### src/rtl/dmem_arbiter.sv
// dmem_arbiter: round-robin two-port arbiter and sequencer in front of a
// single-ported data memory. Each transaction runs IDLE -> ACCESS -> DONE.
// The memory is driven only during ACCESS, and the requester is acked in DONE.
module dmem_arbiter #(
  parameter int MEM_WORDS = 64,
  parameter int AW        = 8,
  parameter int DW        = 32
) (
  input  logic          clk,
  input  logic          reset,
  input  logic          a_req,
  input  logic          a_we,
  input  logic [AW-1:0] a_addr,
  input  logic [DW-1:0] a_wdata,
  output logic          a_ack,
  output logic          a_err,
  output logic [DW-1:0] a_rdata,
  input  logic          b_req,
  input  logic          b_we,
  input  logic [AW-1:0] b_addr,
  input  logic [DW-1:0] b_wdata,
  output logic          b_ack,
  output logic          b_err,
  output logic [DW-1:0] b_rdata,
  output logic [AW-1:0] mem_addr,
  output logic [DW-1:0] mem_write_data,
  input  logic [DW-1:0] mem_read_data,
  output logic          MemRead,
  output logic          MemWrite,
  output logic          busy
);

  typedef enum logic [1:0] {IDLE, ACCESS, DONE} state_t;

  // One extra bit so that MEM_WORDS == 2**AW still compares correctly.
  localparam logic [AW:0] ADDR_LIMIT = (AW+1)'(MEM_WORDS);

  state_t          state, state_nxt;
  logic            last_grant;  // 0 = A, 1 = B
  logic            grant;
  logic            grant_sel;   // 0 = A, 1 = B
  logic            sel_p0;
  logic            err_p0;
  logic            we_p0;
  logic [AW-1:0]   addr_p0;
  logic [DW-1:0]   wdata_p0;

  function automatic logic addr_illegal(input logic [AW-1:0] addr);
    return {1'b0, addr} >= ADDR_LIMIT;
  endfunction

  assign grant = (state == IDLE) && (a_req || b_req);

  // Arbitration: a single requester wins outright; on a tie the port not granted last time wins.
  always_comb begin
    grant_sel = 1'b0;
    if (a_req && b_req) begin
      grant_sel = ~last_grant;
    end else if (b_req) begin
      grant_sel = 1'b1;
    end
  end

  // State register; async reset abandons any transaction in flight.
  always_ff @(posedge clk or negedge reset) begin
    if (!reset) begin
      state <= IDLE;
    end else begin
      state <= state_nxt;
    end
  end

  // Control latched at the grant edge: selected port, fairness pointer, address error.
  always_ff @(posedge clk or negedge reset) begin
    if (!reset) begin
      sel_p0     <= 1'b0;
      last_grant <= 1'b1;
      err_p0     <= 1'b0;
    end else if (grant) begin
      sel_p0     <= grant_sel;
      last_grant <= grant_sel;
      err_p0     <= addr_illegal(grant_sel ? b_addr : a_addr);
    end
  end

  // Grant stage: capture the granted request so requester inputs are free afterwards.
  always_ff @(posedge clk) begin
    if (grant) begin
      we_p0    <= grant_sel ? b_we    : a_we;
      addr_p0  <= grant_sel ? b_addr  : a_addr;
      wdata_p0 <= grant_sel ? b_wdata : a_wdata;
    end
  end

  // Next state plus memory strobes and acks, all decoded from registered state.
  always_comb begin
    state_nxt      = state;
    mem_addr       = '0;
    mem_write_data = '0;
    MemRead        = 1'b0;
    MemWrite       = 1'b0;
    a_ack          = 1'b0;
    b_ack          = 1'b0;
    a_err          = 1'b0;
    b_err          = 1'b0;
    busy           = (state != IDLE);
    case (state)
      IDLE: begin
        if (a_req || b_req) state_nxt = ACCESS;
      end
      ACCESS: begin
        state_nxt = DONE;
        if (!err_p0) begin
          mem_addr = addr_p0;
          MemRead  = ~we_p0;
          MemWrite = we_p0;
          if (we_p0) mem_write_data = wdata_p0;
        end
      end
      DONE: begin
        state_nxt = IDLE;
        a_ack     = ~sel_p0;
        b_ack     = sel_p0;
        a_err     = ~sel_p0 & err_p0;
        b_err     = sel_p0 & err_p0;
      end
      default: state_nxt = IDLE;
    endcase
  end

  // Access stage: read data (or zero on error) lands in the selected port's rdata.
  always_ff @(posedge clk or negedge reset) begin
    if (!reset) begin
      a_rdata <= '0;
      b_rdata <= '0;
    end else if (state == ACCESS) begin
      if (err_p0) begin
        if (sel_p0) b_rdata <= '0;
        else        a_rdata <= '0;
      end else if (!we_p0) begin
        if (sel_p0) b_rdata <= mem_read_data;
        else        a_rdata <= mem_read_data;
      end
    end
  end

endmodule

### config.mk
export PLATFORM = sky130hd
export DESIGN_NAME = dmem_arbiter
export DESIGN_NICKNAME = d
export VERILOG_FILES = /design/src/rtl/dmem_arbiter.sv
export SDC_FILE = /design/constraint.sdc
export NUM_CORES = 1
export LEC_CHECK = 0
export ABC_CLOCK_PERIOD_IN_PS = 4450
export BUFFER_PORTS_ARGS = -buffer_cell sky130_fd_sc_hd__buf_2
export CAP_MARGIN = 25
export CORE_MARGIN = 10
export CORE_UTILIZATION = 45
export DETAILED_ROUTE_END_ITERATION = 16
export PLACE_DENSITY = 0.86
export SLEW_MARGIN = 20
export SYNTH_ARGS = -nofsm -noshare
export SYNTH_HDL_FRONTEND = slang
export SYNTH_SLANG_ARGS = --single-unit
### constraint.sdc
create_clock -name clk -period 4.45 [get_ports clk]
set_clock_uncertainty 0.2 [all_clocks]
set_input_delay 0.445 -clock clk [delete_from_list [all_inputs] [get_ports clk]]
set_output_delay 0.445 -clock clk [all_outputs]
set_load 0.005 [all_outputs]
== Word level (Yosys, flattened, before mapping) ==
Cells that the tools add are included.
Word-level totals
  register bits after elaboration: 110
  latch bits: 0
  RAM bits: 0
  ROM bits: 0
  bits of input ports: 118
  output and inout port bits: 111
  memories kept: 0
Cells by class
  add/subtract/negate cells: 0
  $mul: 0
  div/mod/pow operators: 0
  $lt $le $gt $ge: 1
  equality and inequality tests: 7
  shifts and indexed selects: 0
  mux-type cells: 28
  bitwise gates (word level): 5
  reductions and logical operators: 8
Operators with widths (count)
  32-bit two-way mux: 12
  8-bit two-way mux: 3
  1-bit two-way mux: 11
  8-bit by 7-bit >= comparator with 1-bit output (second input constant): 1
  4-bit AND reduction: 2
  2-bit inequality test (second input constant): 3
  2-bit by 1-bit inequality test with 1-bit output (second input constant): 2
  2-bit case mux with 2 select lines: 1
  2-bit nonzero test: 2
  1-bit inverter: 3
  1-bit bitwise AND: 2
  2-bit by 1-bit == test with 1-bit output (second input constant): 1
  2-bit == test (second input constant): 1
  1-bit logical AND: 2
  2-bit logical NOT: 1
  2-bit two-way mux: 1
  1-bit logical OR: 1

== Depth between registers and ports, before layout ==
Gate-level depths: netlist (run 1).
  depth after elaboration: 4
  depth in mapped cells: 6
  gate-level depth less buffers: 4

== Least setup slack after synthesis (run 1) ==
Ideal clock, no wire load.
  kind: reg2reg
  start point: register state[0]
  end point: register err_p0
  setup time: 0.126 ns
  arrival time: 2.145 ns
  required time: 4.124 ns
  setup slack: 1.979 ns
  stages on the path, launching flop included: 4
  buffers on the path: 0
  clock period less this slack: 2.471 ns
  cell sequence: dfrtp_1 nor2_1 o21a_1 mux2_2
Between the ends
  longest elaborated chain between the ends: 2
Ends and longest elaborated chain
  from (decl): RTL line 38  | state_t state, state_nxt;
  from (signal assigned): RTL line 69  | state <= state_nxt;
  2-bit logical NOT: RTL line 52  | assign grant = (state == IDLE) && (a_req || b_req);
  1-bit logical AND: RTL line 52
  via grant: RTL line 40  | logic grant;
  to (signal assigned): RTL line 82  | err_p0 <= addr_illegal(grant_sel ? b_addr : a_addr);
  to (decl): RTL line 43  | logic err_p0;
The timed path passes the listed nets, and every way through them passes these cells.
A chain may end at the register's enable or synchronous reset.

== Worst setup path after layout (run 1) ==
  start point: register state[1]
  end point: output port mem_write_data[27]
Between the ends
  longest elaborated chain between the ends: 2
Ends and longest elaborated chain
  2-bit by 1-bit == test with 1-bit output: RTL line 107  | case (state)
  32-bit two-way mux: RTL line 107
  to (decl): RTL line 26  | output logic [DW-1:0] mem_write_data,
Every way passes these cells.

==> results of run 1 <==
## registers in the layout (all words and copies together), names as in the netlist
name,cells
a_rdata,32
b_rdata,32
wdata_p0,32
addr_p0,8
state,2
err_p0,1
last_grant,1
sel_p0,1
we_p0,1
## how the worst max path moves through the flow
stage / startpoint / end
after floorplan: state[0] / err_p0
after global placement: state[1] / mem_write_data[3]
after detailed placement: state[1] / mem_write_data[27]
after CTS: state[1] / mem_write_data[27]
after global routing: err_p0 / mem_write_data[27]
final: state[1] / mem_write_data[27]
## what timing repair did
action | 4_1_cts | 5_1_grt
setup buffers | 0 | 0
hold endpoints to repair | 31 | 0
hold buffers | 1 | 0
## power groups by stage
stage,clock (mW),combinational (mW),sequential [mW]
finish,0.564,1.30,1.63
global route,0.623,1.43,1.67
CTS,0.583,1.34,1.63
detailed placement,0,1.33,1.65
global placement,0,1.29,1.62
floorplan,0,0.830,1.64
## area by class of cell
class | instances | area (sq um)
Fill cell | 847 | 4470
Tap cell | 140 | 175
Clock inverter | 3 | 18.8
Timing Repair Buffer | 233 | 1180
Multi-Input combinational cell | 200 | 1910
Inverter | 3 | 11.3
Clock buffer | 13 | 160
Sequential cell | 110 | 2960
## layer usage
layer / vias to the layer above / part of all wire, % / global-route usage, %
met4: 0 / 1.4 / 5.83
met3: 12 / 11 / 8.75
met1: 1689 / 39 / 18.6
met2: 177 / 49 / 28.5
met5: - / 0 / 0
li1: 1601 / - / -
## critical path: cells and delay by family, from the launching register on
kind	cells	cell delay [ps]
and+or+nand+nor	3	940
buffers and inverters	2	420
DFF	1	410
## cell usage in the layout (no fill, tap or decap), drive strengths merged, types with 2 or more instances in the layout
cell type	Yosys	final
and2	42	42
buf	12	232
clkbuf	6	13
dfrtp	68	68
edfxtp	41	41
inv	3	4
mux2	106	106
nand2b	2	2
nor2	5	5
nor2b	32	32
nor3b	2	2
o21a	2	2
## cell families (layout without fill, tap and decap cells)
family	after synthesis	count (layout)	synth area share, %
AND/OR/NAND/NOR	87	87	10.9
multiplexers	107	107	26.3
AO/OA/AOI/OAI	6	6	0.849
buffers and inverters	21	252	2.90
flip-flops	110	110	59.1
==> flow_summary.yaml, run 1 <==
timing:
  max-slew-margin-rel_pct: 33.5
  max_freq_ghz: 0.355
  tightestPinTransition_ps: 997
  final-setup-viol-count: 0
  rsz0062_at_grt: "no"
  period_share_pct: 63.2
  final_hold_viol_count: 0
  fin_setup_tns_ps: 0
  drv_slew: 0
  whs_ps: 85.2
  period_minus_slack_ps: 2810
  fin_ws_ps: 1640
power_and_ir_drop:
  total_power_mw: 3.49
  swShare_pct: 32.1
  leakage_nw: 3.27
  p_int_mw: 2.37
  comb_power_share_pct: 37.2
  pwr-share-seq_pct: 46.6
  p_sw_mw: 1.12
  p_per_area_nw_per_um2: 544
  peakVddDrop_mv: 0.384
  p_clk_share_pct: 16.1
placed_design:
  pre_cts_slack_ps: 2040
  place_hpwl_um: 10500
  post_dp_cell_area_sq_um: 6230
  place_congestion: 0.819
  place_inst: 685
  portBuffers: 228
critical_path:
  crit_chain: "nand2b_4, nor2_1, buf_4, and2_1, buf_2"
  cp_data_required_time_ps: 3810
  r2r-start: "state[0]"
  slowest_delay_ps: 630
  r2r_cells: 3
  worstPathArrival_ps: 2170
  endpoint_kind: "primary output"
  ff2ff_setup_slack_ps: 2090
  slowest_stage: "nor2_1"
  critPathKind: "reg -> out"
  r2r_end: "err_p0"
  worstPathMaxFanout: 17
  cp-start-kind: "flop"
synth:
  synthTopCellsByCount: "mux2_2 (74), dfrtp_1 (68), and2_1 (42), edfxtp_1 (41), nor2b_1 (32)"
  ys_types: 28
  syn_area_per_cell_sq_um: 15.1
  ys_seq_area_share_pct: 59.1
  synth_ff_type: "dfrtp_1"
  netlist_instances: 331
  synthArstFlopShare_pct: 62.7
  ys_ff_latch: 110
  syn-num-nets: 449
  synth_warnings: 0
  syn_area_sq_um: 5010
  yosysTopAreaCell: "dfrtp_1"
  synth_edf_count: 41
  synth_area_leaders: "dfrtp_1 (34%), edfxtp_1 (25%), mux2_2 (17%), mux2_4 (9.0%), and2_1 (5.2%)"
  synth.most_common_cell: "mux2_2"
  synth_top_area_share_pct: 34.0
route:
  drc: 0
  wire_per_inst_um: 19.3
  firstDrtPassIters: 4
  vias_per_cell: 4.96
  antenna_left: 0
  drt-total-wl_um: 13600
  num_vias: 3479
  drt-initial-drc-count: 181
grt:
  grt.total_usage_pct: 17.2
  grt_pass1_vias: 4014
  grt_pass1_wl_um: 21900
  grt_max_degree: 44
  grt_overflow: 0
  antenna_found_initial: 0
min_path:
  hold_start: "a_req"
  min_path_type: "in -> reg"
  hold_path_depth: 2
  hold_end: "last_grant"
final_layout:
  final_area_sq_um: 6420
  diodes: 0
  nNetsFinal: 675
  drive_gt1_share_pct: 63.3
  final_cells: 702
  utilization_pct: 59.0
  area_growth_pct: 28.1
clocking:
  cts_resized: 0
  worstSkewPairLatency_ps: 390
  ctsLongestPathBuffers: 2
  cts_tree: "done"
  cts-root-buf: "clkbuf_8"
  cts_made_buffers: 9
  clk_pin_slew_ps: 100
  htreeDepth: 3
  cts_num_sinks: 110
floorplan:
  core_area_sq_um: 10900
  row_count: 38
  start_util_pct: 46.0
  die_area_sq_um: 15800
  die_y_um: 126
  ioPinCount: 229
  die_w_um: 126
run_status:
  run_status: "finished clean"
run:
  maxCapViolCount: 0
Note: power is estimated with default switching activity, not from simulation.
==> inputs of run 2 (changes only) <==
- ABC_CLOCK_PERIOD_IN_PS: 4450 -> 2800
- clock period: 4.45 -> 2.8 ns (I/O delays scaled with it)
==> flow_summary.yaml, run 2 (same netlist as run 1, synthesis figures left out) <==
power_and_ir_drop:
  p_clk_share_pct: 16.6
  comb_power_share_pct: 39.6
  pwr-share-seq_pct: 43.8
  leakage_nw: 3.67
  p_sw_mw: 1.95
  peakVddDrop_mv: 0.544
  p_per_area_nw_per_um2: 809
  p_int_mw: 4.01
  swShare_pct: 32.8
critical_path:
  crit_family: "buffers and inverters"
  endpoint_kind: "flop"
  cpMostUsedCell: "dlygate4sd3_1"
  slowest_stage: "dlygate4sd3_1"
  slowest_delay_ps: 570
  crit_chain: "dlygate4sd3_1, buf_2, a21boi_4, buf_4, mux2_2, dlygate4sd3_1"
  critPathKind: "in -> reg"
  worstPathMaxFanout: 15
  cp_data_required_time_ps: 2750
  path_buf_inv: 4
  worstPathArrival_ps: 2530
  cp-start-kind: "primary input"
grt:
  grt_pass1_vias: 4523
  gr-usage-met3_pct: 9.42
  grt_util_met2_pct: 34.4
  grt_max_degree: 56
  grt_pass1_wl_um: 26100
  antenna_found_initial: 1
  grt.total_usage_pct: 20.8
  top_usage_layer: "met2"
  grt_overflow: 0
  grt_use_met1_pct: 23.1
final_layout:
  drive_gt1_share_pct: 56.0
  nNetsFinal: 765
  final_common_cell: "buf_2"
  area_growth_pct: 47.0
  final_cell_mix: "buf_2 (228), dlygate4sd3_1 (85), mux2_2 (74), dfrtp_1 (68), and2_1 (42)"
  top_regs: "a_rdata (32), b_rdata (32), wdata_p0 (32)"
  utilization_pct: 67.6
  fillers: 699
route:
  antenna_left: 0
  num_vias: 3996
  vias_per_cell: 5.04
  firstDrtPassIters: 4
  drt-total-wl_um: 16800
  drt-initial-drc-count: 243
  wire_per_inst_um: 21.1
  drc: 0
clocking:
  cts-root-buf: "clkbuf_8"
  clk_pin_slew_ps: 110
  cts_made_buffers: 9
  htreeDepth: 3
  cts_num_sinks: 110
  worstSkewPairLatency_ps: 400
  ctsLongestPathBuffers: 2
  cts_tree: "done"
timing:
  tightestPinTransition_ps: 666
  period_share_pct: 92.3
  drv_slew: 0
  whs_ps: 3.70
  period_minus_slack_ps: 2590
  max_freq_ghz: 0.387
  max-slew-margin-rel_pct: 55.6
  rsz0062_at_grt: "no"
  fin_setup_tns_ps: 0
  final_hold_viol_count: 0
  final-setup-viol-count: 0
floorplan:
  die_w_um: 126
  ioPinCount: 229
  die_y_um: 126
  row_count: 38
  die_area_sq_um: 15800
  core_area_sq_um: 10900
  start_util_pct: 46.0
placed_design:
  place_hpwl_um: 10700
  portBuffers: 228
  place_congestion: 0.848
run_status:
  run_status: "finished clean"
min_path:
  min_path_type: "in -> reg"
run:
  maxCapViolCount: 0
## run 2: area by class of cell
cell class / count / area, sq um / area share (%)
repair buffers: 323 / 2100 / 28.6
diodes: 1 / 2.50 / 0.0340
flip-flops and latches: 110 / 2960 / 40.2
clock buffers: 9 / 124 / 1.68
well taps: 140 / 175 / 2.38
multi-input cells: 200 / 1910 / 26.0
clock inverters: 7 / 72.6 / 0.986
inverters: 3 / 11.3 / 0.153
## run 2: routing by layer
metal,vias up,share of wire (%)
met5,-,0
met4,0,1.7
met3,23,10
met2,214,49
met1,1973,39
li1,1786,-
## run 2: repair_timing
item	in CTS	in global routing
setup buffers	0	3
hold buffers	85	0
setup endpoints to repair	0	22
gates resized for setup	0	0
endpoints found under the hold margin	112	0
## run 2: final timing paths
path / cells past startpoint / slack (ps) / from / to
worst max-delay path: 6 / 210 / a_req / wdata_p0[24]
worst min-delay path: 2 / 4 / a_wdata[16] / wdata_p0[16]
worst max register to register: 4 / 460 / last_grant / wdata_p0[24]
worst min register to register: 1 / 300 / b_rdata[1] / b_rdata[1]
max in group asynchronous: 3 / 1600 / reset / a_rdata[19]
min in group asynchronous: 2 / 170 / reset / state[0]
## run 2: power by group through the flow
| stage | registers (mW) | clock network, mW | logic (mW) |
|---|---|---|---|
| final | 2.61 | 0.987 | 2.36 |
| after global routing | 2.67 | 1.06 | 2.55 |
| after CTS | 2.58 | 1.01 | 2.35 |
| after detailed placement | 2.62 | 0 | 2.17 |
| after global placement | 2.57 | 0 | 2.09 |
| after floorplan | 2.60 | 0 | 1.32 |
## run 2: per-stage QoR
stage          area (sq um)  setup WS (ps)  power (mW)  cells
6_report               7360            214        5.96    793
5_1_grt                7360            196        6.28    793
4_1_cts                7340           49.1        5.94    789
3_5_place_dp           6290            690        4.79    688
3_3_place_gp           6290            784        4.65    688
2_1_floorplan          5010            329        3.92    331
